==> config.mk <==
export PLATFORM = sky130hd
export DESIGN_NAME = bit8_down_timer_v
export DESIGN_NICKNAME = d
export VERILOG_FILES = /design/src/rtl/bit8_down_timer_v.sv
export SDC_FILE = /design/constraint.sdc
export NUM_CORES = 1
export LEC_CHECK = 0
export BUFFER_PORTS_ARGS = -buffer_cell sky130_fd_sc_hd__buf_2
export CAP_MARGIN = 10
export CELL_PAD_IN_SITES_DETAIL_PLACEMENT = 1
export CELL_PAD_IN_SITES_GLOBAL_PLACEMENT = 2
export CORE_ASPECT_RATIO = 0.6
export CORE_MARGIN = 2
export CORE_UTILIZATION = 32
export CTS_CLUSTER_DIAMETER = 40
export DETAILED_ROUTE_END_ITERATION = 8
export GPL_TIMING_DRIVEN = 0
export HOLD_SLACK_MARGIN = 0.06
export PLACE_DENSITY = 0.78
export SLEW_MARGIN = 40
export SYNTH_ARGS = -nofsm -noshare
export SYNTH_HDL_FRONTEND = slang
export SYNTH_SLANG_ARGS = --single-unit
==> constraint.sdc <==
create_clock -name CP -period 2.6 [get_ports CP]
set_input_delay 0.39 -clock CP [delete_from_list [all_inputs] [get_ports CP]]
set_output_delay 0.39 -clock CP [all_outputs]
set_load 0.02 [all_outputs]
==> src/rtl/bit8_down_timer_v.sv <==
// 8-bit presettable down timer with a 74-style ripple terminal count,
// a reload register for periodic ticks, and an IDLE/RUN/DONE state machine.
module bit8_down_timer_v (
    input  logic       CP,
    input  logic       MR,
    input  logic       PEn,
    input  logic [7:0] D,
    input  logic       CET,
    input  logic       CEP,
    input  logic       ARE,
    output logic [7:0] Q,
    output logic       TC,
    output logic       DONE
);

    typedef enum logic [1:0] {
        S_IDLE = 2'd0,
        S_RUN  = 2'd1,
        S_DONE = 2'd2
    } state_t;

    state_t     state_q, state_d;
    logic [7:0] cnt_q, cnt_d;
    logic [7:0] rld_q, rld_d;

    logic run;
    logic en;
    logic cnt_zero;
    logic lo_zero;
    logic reload_ok;
    logic tc_o;
    logic done_o;

    assign run       = (state_q == S_RUN);
    assign en        = CET & CEP & run;
    assign cnt_zero  = (cnt_q == 8'h00);
    assign lo_zero   = (cnt_q[3:0] == 4'h0);
    assign reload_ok = ARE & (rld_q != 8'h00);

    always_ff @(posedge CP or posedge MR) begin
        if (MR) begin
            state_q <= S_IDLE;
            cnt_q   <= 8'h00;
            rld_q   <= 8'h00;
        end else begin
            state_q <= state_d;
            cnt_q   <= cnt_d;
            rld_q   <= rld_d;
        end
    end

    always_comb begin
        state_d = state_q;
        unique case (state_q)
            S_IDLE, S_DONE: begin
                if (!PEn) state_d = S_RUN;
            end
            S_RUN: begin
                if (PEn && en && cnt_zero && !reload_ok)
                    state_d = S_DONE;
            end
            default: state_d = S_IDLE;
        endcase
    end

    // High nibble only borrows from an exhausted low nibble; never wraps from 0.
    always_comb begin
        cnt_d = cnt_q;
        rld_d = rld_q;
        if (!PEn) begin
            cnt_d = D;
            rld_d = D;
        end else if (en) begin
            if (!cnt_zero) begin
                cnt_d[3:0] = cnt_q[3:0] - 4'd1;
                if (lo_zero) cnt_d[7:4] = cnt_q[7:4] - 4'd1;
            end else if (reload_ok) begin
                cnt_d = rld_q;
            end
        end
    end

    always_comb begin
        tc_o   = CET & cnt_zero & run;
        done_o = (state_q == S_DONE);
    end

    assign Q    = cnt_q;
    assign TC   = tc_o;
    assign DONE = done_o;

endmodule

======== Word-level counts from Yosys, hierarchy flattened ========
Index checks and enable logic that the tools add are counted.
Widths: inputs -> output; s select.
storage, ports and cells
  register bits ........................... 18
  output and inout port bits .............. 10
  word-level logic and storage cells ...... 38
operators by class
  add/sub/neg operators ................... 2
  equal/unequal tests ..................... 7
  multiplexer cells ....................... 8
  bitwise operators ....................... 5
  reductions and logical operators ........ 12
operator list
  cell                 count
  $mux 8               4
  $logic_not 8->1      1
  $reduce_bool 8->1    1
  $sub 4x1->4 const B  2
  $and 1x1->1          5
  $logic_not 4->1      1
  $mux 2               2
  $mux 4               1
  $ne 2x1->1 const B   2
  $pmux 2 s2           1
  $reduce_and 2->1     2
  $logic_and 1x1->1    3
  $ne 3x1->1 const B   1
  $ne 3x2->1 const B   1
  $reduce_and 3->1     1
  $eq 2x1->1 const B   1
  $eq 2x2->1 const B   1
  $logic_not 2->1      1
  $ne 2x2->1 const B   1
  $reduce_or 2->1      1
  $logic_not 1->1      1

======== Depth between registers and ports, before layout ========
Gate-level depths: netlist of the first run.
  depth in word-level cells ............... 7
  gate-level depth with buffers ........... 8
  gate-level depth less buffers ........... 7

======== Least setup slack after synthesis of the first run ========
OpenSTA, ideal clock, no wires.
  path kind ............................... reg2reg
  start ................................... register cnt_q[0], in the netlist Q[0]
  end ..................................... register cnt_q[3], in the netlist Q[3]
  arrival ................................. 2144 ps
  path slack .............................. 319 ps
  stages on the path, launching flop included .. 8
  clock period less this slack ............ 2281 ps
  cell sequence ........................... dfrtp_1 inv_1 ha_1 or3b_4 or4b_4 mux2_4 mux2i_1 a21oi_1
on the way
  word-level cells in the longest chain between the ends .. 4
  elaborated cells between the ends (all ways) .. 7
ends and longest elaborated chain
  item                                                   line    text
  start: declaration                                     23      logic [7:0] cnt_q, cnt_d;
  start signal: assignment                               47      cnt_q <= cnt_d;
  $sub 4x1->4 / $logic_not 8->1 (equally long branches)  75, 36
  $mux 8                                                 74      if (!cnt_zero) begin
  $mux 8                                                 73      end else if (en) begin
  $mux 8                                                 70      if (!PEn) begin
Several ways; a longest one is shown, not always the timed one. The select of a mux whose other input is x is not followed.
A chain may end at the register's enable or synchronous reset.

======== Worst setup path after layout of the first run ========
  start ................................... register cnt_q[0], in the netlist Q[0]
  end ..................................... output TC
on the way
  word-level cells in the longest chain between the ends .. 3
ends and longest elaborated chain
  item                      line  text
  $logic_not 8->1           36    assign cnt_zero = (cnt_q == 8'h00);
  $and 1x1->1 (2 in a row)  84    tc_o = CET & cnt_zero & run;
  end: declaration          12    output logic TC,
Every way passes these cells.

==> results of run 1 <==
routing by layer:
| metal | vias to the layer above | wire (um) |
|---|---|---|
| li1 | 426 | - |
| met1 | 408 | 1451 |
| met2 | 20 | 1039 |
| met3 | 2 | 128 |
| met4 | 0 | 14 |
| met5 | - | 0 |
kinds of logic (layout without fill, tap and decap cells):
family	count (synthesis)	after routing
and+or+nand+nor	39	39
muxes	6	6
DFF	18	18
xor gates and xnor gates	3	3
AOI/OAI and AO/OA	25	25
adders and majority gates	3	3
buffers and inverters	9	37
worst max-delay path: cells and delay by family (launching register included):
kind                       cells  cell delay (ns)
and+or+nand+nor                3             0.99
DFF                            1             0.41
buffers and inverters          2             0.25
adders and majority gates      1             0.21
synth_stat cells, types with 3 or more instances:
library cell,number,area share
a21oi_1,3,0.015
a31oi_1,3,0.019
dfrtp_1,18,0.44
ha_1,3,0.037
inv_1,5,0.019
mux2_2,4,0.044
nand2_1,16,0.059
nand2b_1,7,0.043
nor2_1,5,0.019
o2111ai_1,3,0.026
o211ai_1,6,0.044
o21a_1,3,0.022
o21ai_0,3,0.015
final cells by class:
class                   count  area [sq um]
flip-flops and latches     18         450.4
well taps                  42         52.55
inverters                   5         18.77
plain buffers               4         22.52
clock buffers               3         41.29
fillers                   358          1693
multi-input cells          76         535.5
repair buffers             25         132.6
repair_timing:
| action | in CTS | in global routing |
|---|---|---|
| pin swaps | 0 | 1 |
| buffers inserted | 0 | 3 |
| resized for setup | 1 | 0 |
| endpoints found under the setup margin | 1 | 1 |
state kept, by name, indices dropped and copies added (netlist names):
signal,flops
rld_q,8
state_q,2
Q,8
per-stage QoR:
stage               total power [W]   TNS [ns]  setup WS [ns]  utilization
finish                    0.0006725          0         0.1113       0.4255
global route              0.0007161  -0.003602      -0.003602       0.4255
CTS                       0.0006812          0        0.02422       0.4161
detailed placement        0.0004787          0         0.1970       0.3992
global placement          0.0004755          0         0.1742       0.3992
floorplan                 0.0004288          0         0.3192            -
final timing paths:
| check | startpoint | endpoint | slack [ns] | cells after the start |
|---|---|---|---|---|
| worst max-delay path | Q[0] | TC | 0.11 | 6 |
| worst min-delay path | MR | rld_q[5] | 0.24 | 2 |
| worst max register to register | Q[0] | Q[3] | 0.21 | 7 |
| worst min register to register | state_q[1] | state_q[0] | 0.49 | 1 |
| max in group asynchronous | MR | rld_q[7] | 1.90 | 2 |
| min in group CP | D[2] | rld_q[2] | 0.36 | 3 |
power by group through the flow:
stage | clock, W | sequential [W] | combinational, W
6_report | 0.000195 | 0.000336 | 0.000141
5_1_grt | 0.000216 | 0.000341 | 0.000159
4_1_cts | 0.000205 | 0.000336 | 0.000141
3_5_place_dp | 0 | 0.000339 | 0.000139
3_3_place_gp | 0 | 0.000339 | 0.000137
2_1_floorplan | 0 | 0.000348 | 0.0000806
==> impl_results.md, run 1 <==
* Outcome: finished, final reports clean
* Hpwl dp at 1890 um
* WL final at 2634 um
* Largest net degree at the start of global routing at 19
* CTS Buffer Depth at 2
* DR vias at around 860
* Maximum fanout along the worst path at 4
* Worst min-delay path class: input pin to asynchronous set/reset pin
* Crit-path slowest cell: or3b_4
* NetSw at 0.0002015 W
* Asr flop ratio synth at 1.000
* Commonest non-fill, non-tap cell in the layout: buf_2
* Reg clk slew, reported paths at 0.06 ns
* Syn Nets at 120
* XOR/XNOR share of the synthesized area at 0.02593
* Least-Margin Pin Slew at 0.7214 ns
* M1 GR Usage at 0.2221
* Share of cells above drive strength 1 at 0.2901
* Non-filler cells, final at roughly 170
* Detailed Route Iter0 Violations at 18
* Critical path cell sequence: inv_1, ha_1, or3b_4, nor4b_4, and4b_1, buf_2
* Final Instance Area at 0.001254 sq mm
* Hold buffer count at cts at 0
* Net Sw Frac at 0.2997
* Fin nets at 150
* Worst path max stage delay at 0.43 ns
* Vias per cell at around 4.9
* Post-DR wirelength/cell at about 15 um
* Antenna cells at 0
* Most used DFF post-synth: dfrtp_1
* Initial DRT Pass Iterations at 4
* FMAX at 0.4018 GHz
* Rows at 15
* Grt total ovfl at 0
* CTS tree: built
* Sinks on Clock Net at 18
* Simple-gate share of the synthesized area at 0.2148
* Post-Synth Adder-Cell Area at 0.03704
* Met3 Resource Use GR at 0.05094
* Cells after DPL at 167
* Cts bufs inserted at 3
* GR Util met2 at 0.2319
* Synth warn at 0
* Die area at 0.003648 sq mm
* DRC Markers at 0
* Internal power at about 0.00047 W
* Die H at 47.59 um
* Seq/Total Area, Yosys at 0.4444
* Crit path arrival time at 2.10 ns
* Skew final at 0.001532 ns
* Syn_area_per_cell at 9.840 sq um
* Tmin final at 2.489 ns
* Tcrit/Tclk final at 0.9572
* Gr usage total at 0.1563
* Post-DP Area at roughly 0.0012 sq mm
* Maxcap violations at 0
* First-pass GRT wire length at 4264 um
* Clock power frac at 0.289
* Clk Latency, worst-skew pair at 0.25 ns
* Max-slew violation count at 0
* PwrDens at roughly 540 mW/mm^2
* Die Width at ~77 um
* Setup violators final at 0
* Initial Util at 0.3439
* Multiplexer share of the synthesized area at 0.06914
* Top Ports at 24
* CTS Root Cell: clkbuf_8
* Largest family of logic cells by synthesized area: simple AND/OR/NAND/NOR gates
* Port Buffers at 22
* Layout overhead on the synthesized area at 23.70%
* Synthesis-stage register bit count at 18
* Lkg Pwr at between 0.5 and 0.6 nW
* ANT nets after route at 0
* Final Hold Fails at 0
* Element type at the critical path end: primary output
* CP startpoint kind: flop
* H-tree depth at 1
* Worst slew margin at 0.5185
* Gpl congestion at 0.7393
* Library cells used by synthesis at 33
* Post-synth EDFFs at 0
* Hold slack at 0.2421 ns
* Initial antenna violation count at 0
* Synth Area in Compound Gates at 0.1679
* Logic pwr share at 0.210
* Mapped Cells at 103
* Vias in the first global route at around 860
* Synth Cell Area at 0.001013 sq mm
* Required @ worst endpoint at 2.21 ns
* Most Crowded Layer GR: met2
* Core Box Area at 0.002947 sq mm
* Most frequent cells in the layout: buf_2, dfrtp_1, nand2_1
* Worst vdd ir at 0.1800 mV
* Critical path type: flop to primary output
* Sequential power share at 0.500
Note: power is estimated with default switching activity, not from simulation.
==> inputs of run 2 (changes only) <==
--- a/config.mk
+++ b/config.mk
@@ -10,5 +10,4 @@
 export CELL_PAD_IN_SITES_DETAIL_PLACEMENT = 1
 export CELL_PAD_IN_SITES_GLOBAL_PLACEMENT = 2
-export CORE_ASPECT_RATIO = 0.6
 export CORE_MARGIN = 2
 export CORE_UTILIZATION = 32
==> constraint.sdc (replaced) <==
create_clock -name CP -period 2.6 [get_ports CP]
set_input_delay 0 -clock CP [delete_from_list [all_inputs] [get_ports CP]]
set_output_delay 0 -clock CP [all_outputs]
set_load 0.02 [all_outputs]
==> run 2 against run 1 <==
Utilization is 0.72 points higher. Combinational power grew 5%. Hold slack got worse by 0.085 ns. First-iteration DRC count is 44% higher. Clock power decreased by 9%. Maximum frequency up 3.7%. Critical path depth rose by 1. Sequential share of layout area decreased by 1.5 points. Design area rose by 4.5%. Count of clock-buffer cells in the layout rose by 1. Routed wire length decreased by 4.8%. Largest power group unchanged.
==> impl_results.md, run 2 (same netlist as run 1, synthesis figures left out) <==
* Final Hold Fails at 0
* Cts bufs inserted at 3
* Layout overhead on the synthesized area at 29.26%
* First-pass GRT wire length at 4257 um
* ANT nets after route at 0
* Post-DR wirelength/cell at 13.77 um
* Die H at roughly 60 um
* Cells after DPL at 169
* DR vias at roughly 880
* Setup TNS at 0 ns
* H-tree depth at 1
* Port Buffers at 22
* CTS Buffer Depth at 2
* Rows at 20
* CP startpoint kind: flop
* Grt total ovfl at 0
* Vias in the first global route at 915
* R2R cell count at 7
* FMAX at 0.4169 GHz
* Gr usage total at 0.1579
* Skew final at approximately 0.0024 ns
* Core Box Area at around 0.0030 sq mm
* Gpl congestion at ~0.79
* Detailed Route Iter0 Violations at 26
* Launch point of the worst reg-to-reg path: Q[0]
* Worst reg-to-reg setup slack at 0.20 ns
* Most frequent cells in the layout: buf_2, dfrtp_1, nand2_1
* CTS tree: built
* Critical path startpoint: Q[0]
* Die Width at 60.28 um
* Tcrit/Tclk final at 0.9226
* Largest net degree at the start of global routing at 19
* Clk Latency, worst-skew pair at a little under 0.3 ns
* Reg clk slew, reported paths at 0.11 ns
* Post-CTS sizing at 0
* Hold Crit Start: PEn
* Critical path type: flop to flop
* DRC Markers at 0
* Initial Util at 0.3347
* WL final at 2507 um
* Setup violators final at 0
* Post-CTS Setup Inserts at 0
* Maximum fanout along the worst path at 6
* Non-filler cells, final at 182
* Hold buffer count at cts at 9
* Worst slew margin at 0.5312
* Least-Margin Pin Slew at roughly 0.7 ns
* Element type at the critical path end: flop
* Vias per cell at 4.846
* Lkg Pwr at between 0.5 and 0.6 nW
* Antenna cells at 0
* Fin nets at 156
* Commonest non-fill, non-tap cell in the layout: buf_2
* Initial antenna violation count at 0
* Crit path arrival time at approximately 2.6 ns
* Share of cells above drive strength 1 at 0.2609
* Die area at about 0.0036 sq mm
* Hold depth at 3
* Reg-to-reg critical path endpoint: Q[3]
* PwrDens at 502.9 mW/mm^2
* FILL cells at 351
* CTS Root Cell: clkbuf_4
* Tmin final at ~2.4 ns
* Top Ports at 24
* Worst vdd ir at 0.2057 mV
* Sinks on Clock Net at 18
* Initial DRT Pass Iterations at 4
* Maxcap violations at 0
* Hpwl dp at 1830 um
* Outcome: finished, final reports clean
* RSZ-0062 raised after global routing: no
* Max-slew violation count at 0
* Worst min-delay path class: input pin to flop
* Required @ worst endpoint at 2.77 ns
* Hold EP: Q[4]
[run 2: cell types whose count changed in the layout (fill, tap and decap cells not counted)]
cell           before  now
nor4b_2             0    1
nor4b_4             1    0
dlygate4sd3_1       0    9
clkbuf_4            0    3
buf_4               3    0
clkbuf_8            3    1
[run 2: power by group]
group | internal, W | switching (W)
logic | 0.0000698 | 0.0000784
registers | 0.000305 | 0.0000277
clock network | 0.0000853 | 0.0000926
[run 2: cell type report]
type	instances	area [sq um]	area share
Multi-Input combinational cell	76	526.8	0.4021
Inverter	5	18.77	0.01433
Clock buffer	4	36.28	0.02770
Buffer	4	22.52	0.01719
Tap cell	44	55.05	0.04202
Timing Repair Buffer	31	200.2	0.1528
Sequential cell	18	450.4	0.3438
[run 2: worst max-delay path: stages (launching register included)]
cell     delay (ns)
dfrtp_1        0.42
inv_1          0.09
ha_1           0.18
or3b_4         0.42
nor4b_2        0.54
a21oi_1        0.30
mux2i_1        0.23
a21oi_1        0.08
[run 2: worst max-delay path by stage]
stage / endpoint / slack [ns] / cells after the start
6_report: Q[3] / 0.20 / 7
5_1_grt: Q[6] / 0.001 / 7
4_1_cts: Q[5] / 0.17 / 7
3_5_place_dp: Q[4] / 0.22 / 7
3_3_place_gp: Q[4] / 0.22 / 7
2_1_floorplan: Q[3] / 0.32 / 7
[run 2: metal layers]
layer	global-route usage	part of all wire	vias to the layer above
met3	0.02165	0.027	2
li1	-	-	440
met4	0.04762	0.0040	0
met1	0.2037	0.47	427
met2	0.2717	0.49	13
met5	0	0	-
[run 2: metrics by stage]
stage / util / cell area, sq um / hold slack (ns) / power (W) / setup WS (ns)
after floorplan: - / 1013 / -0.06143 / 0.0004288 / 0.3192
after global placement: 0.3893 / 1179 / 0.1445 / 0.0004740 / 0.2157
after detailed placement: 0.3893 / 1179 / 0.1578 / 0.0004786 / 0.2198
after CTS: 0.4310 / 1305 / 0.1716 / 0.0006651 / 0.1677
after global routing: 0.4326 / 1310 / 0.1812 / 0.0006983 / 0.001133
final: 0.4326 / 1310 / 0.1570 / 0.0006589 / 0.2012
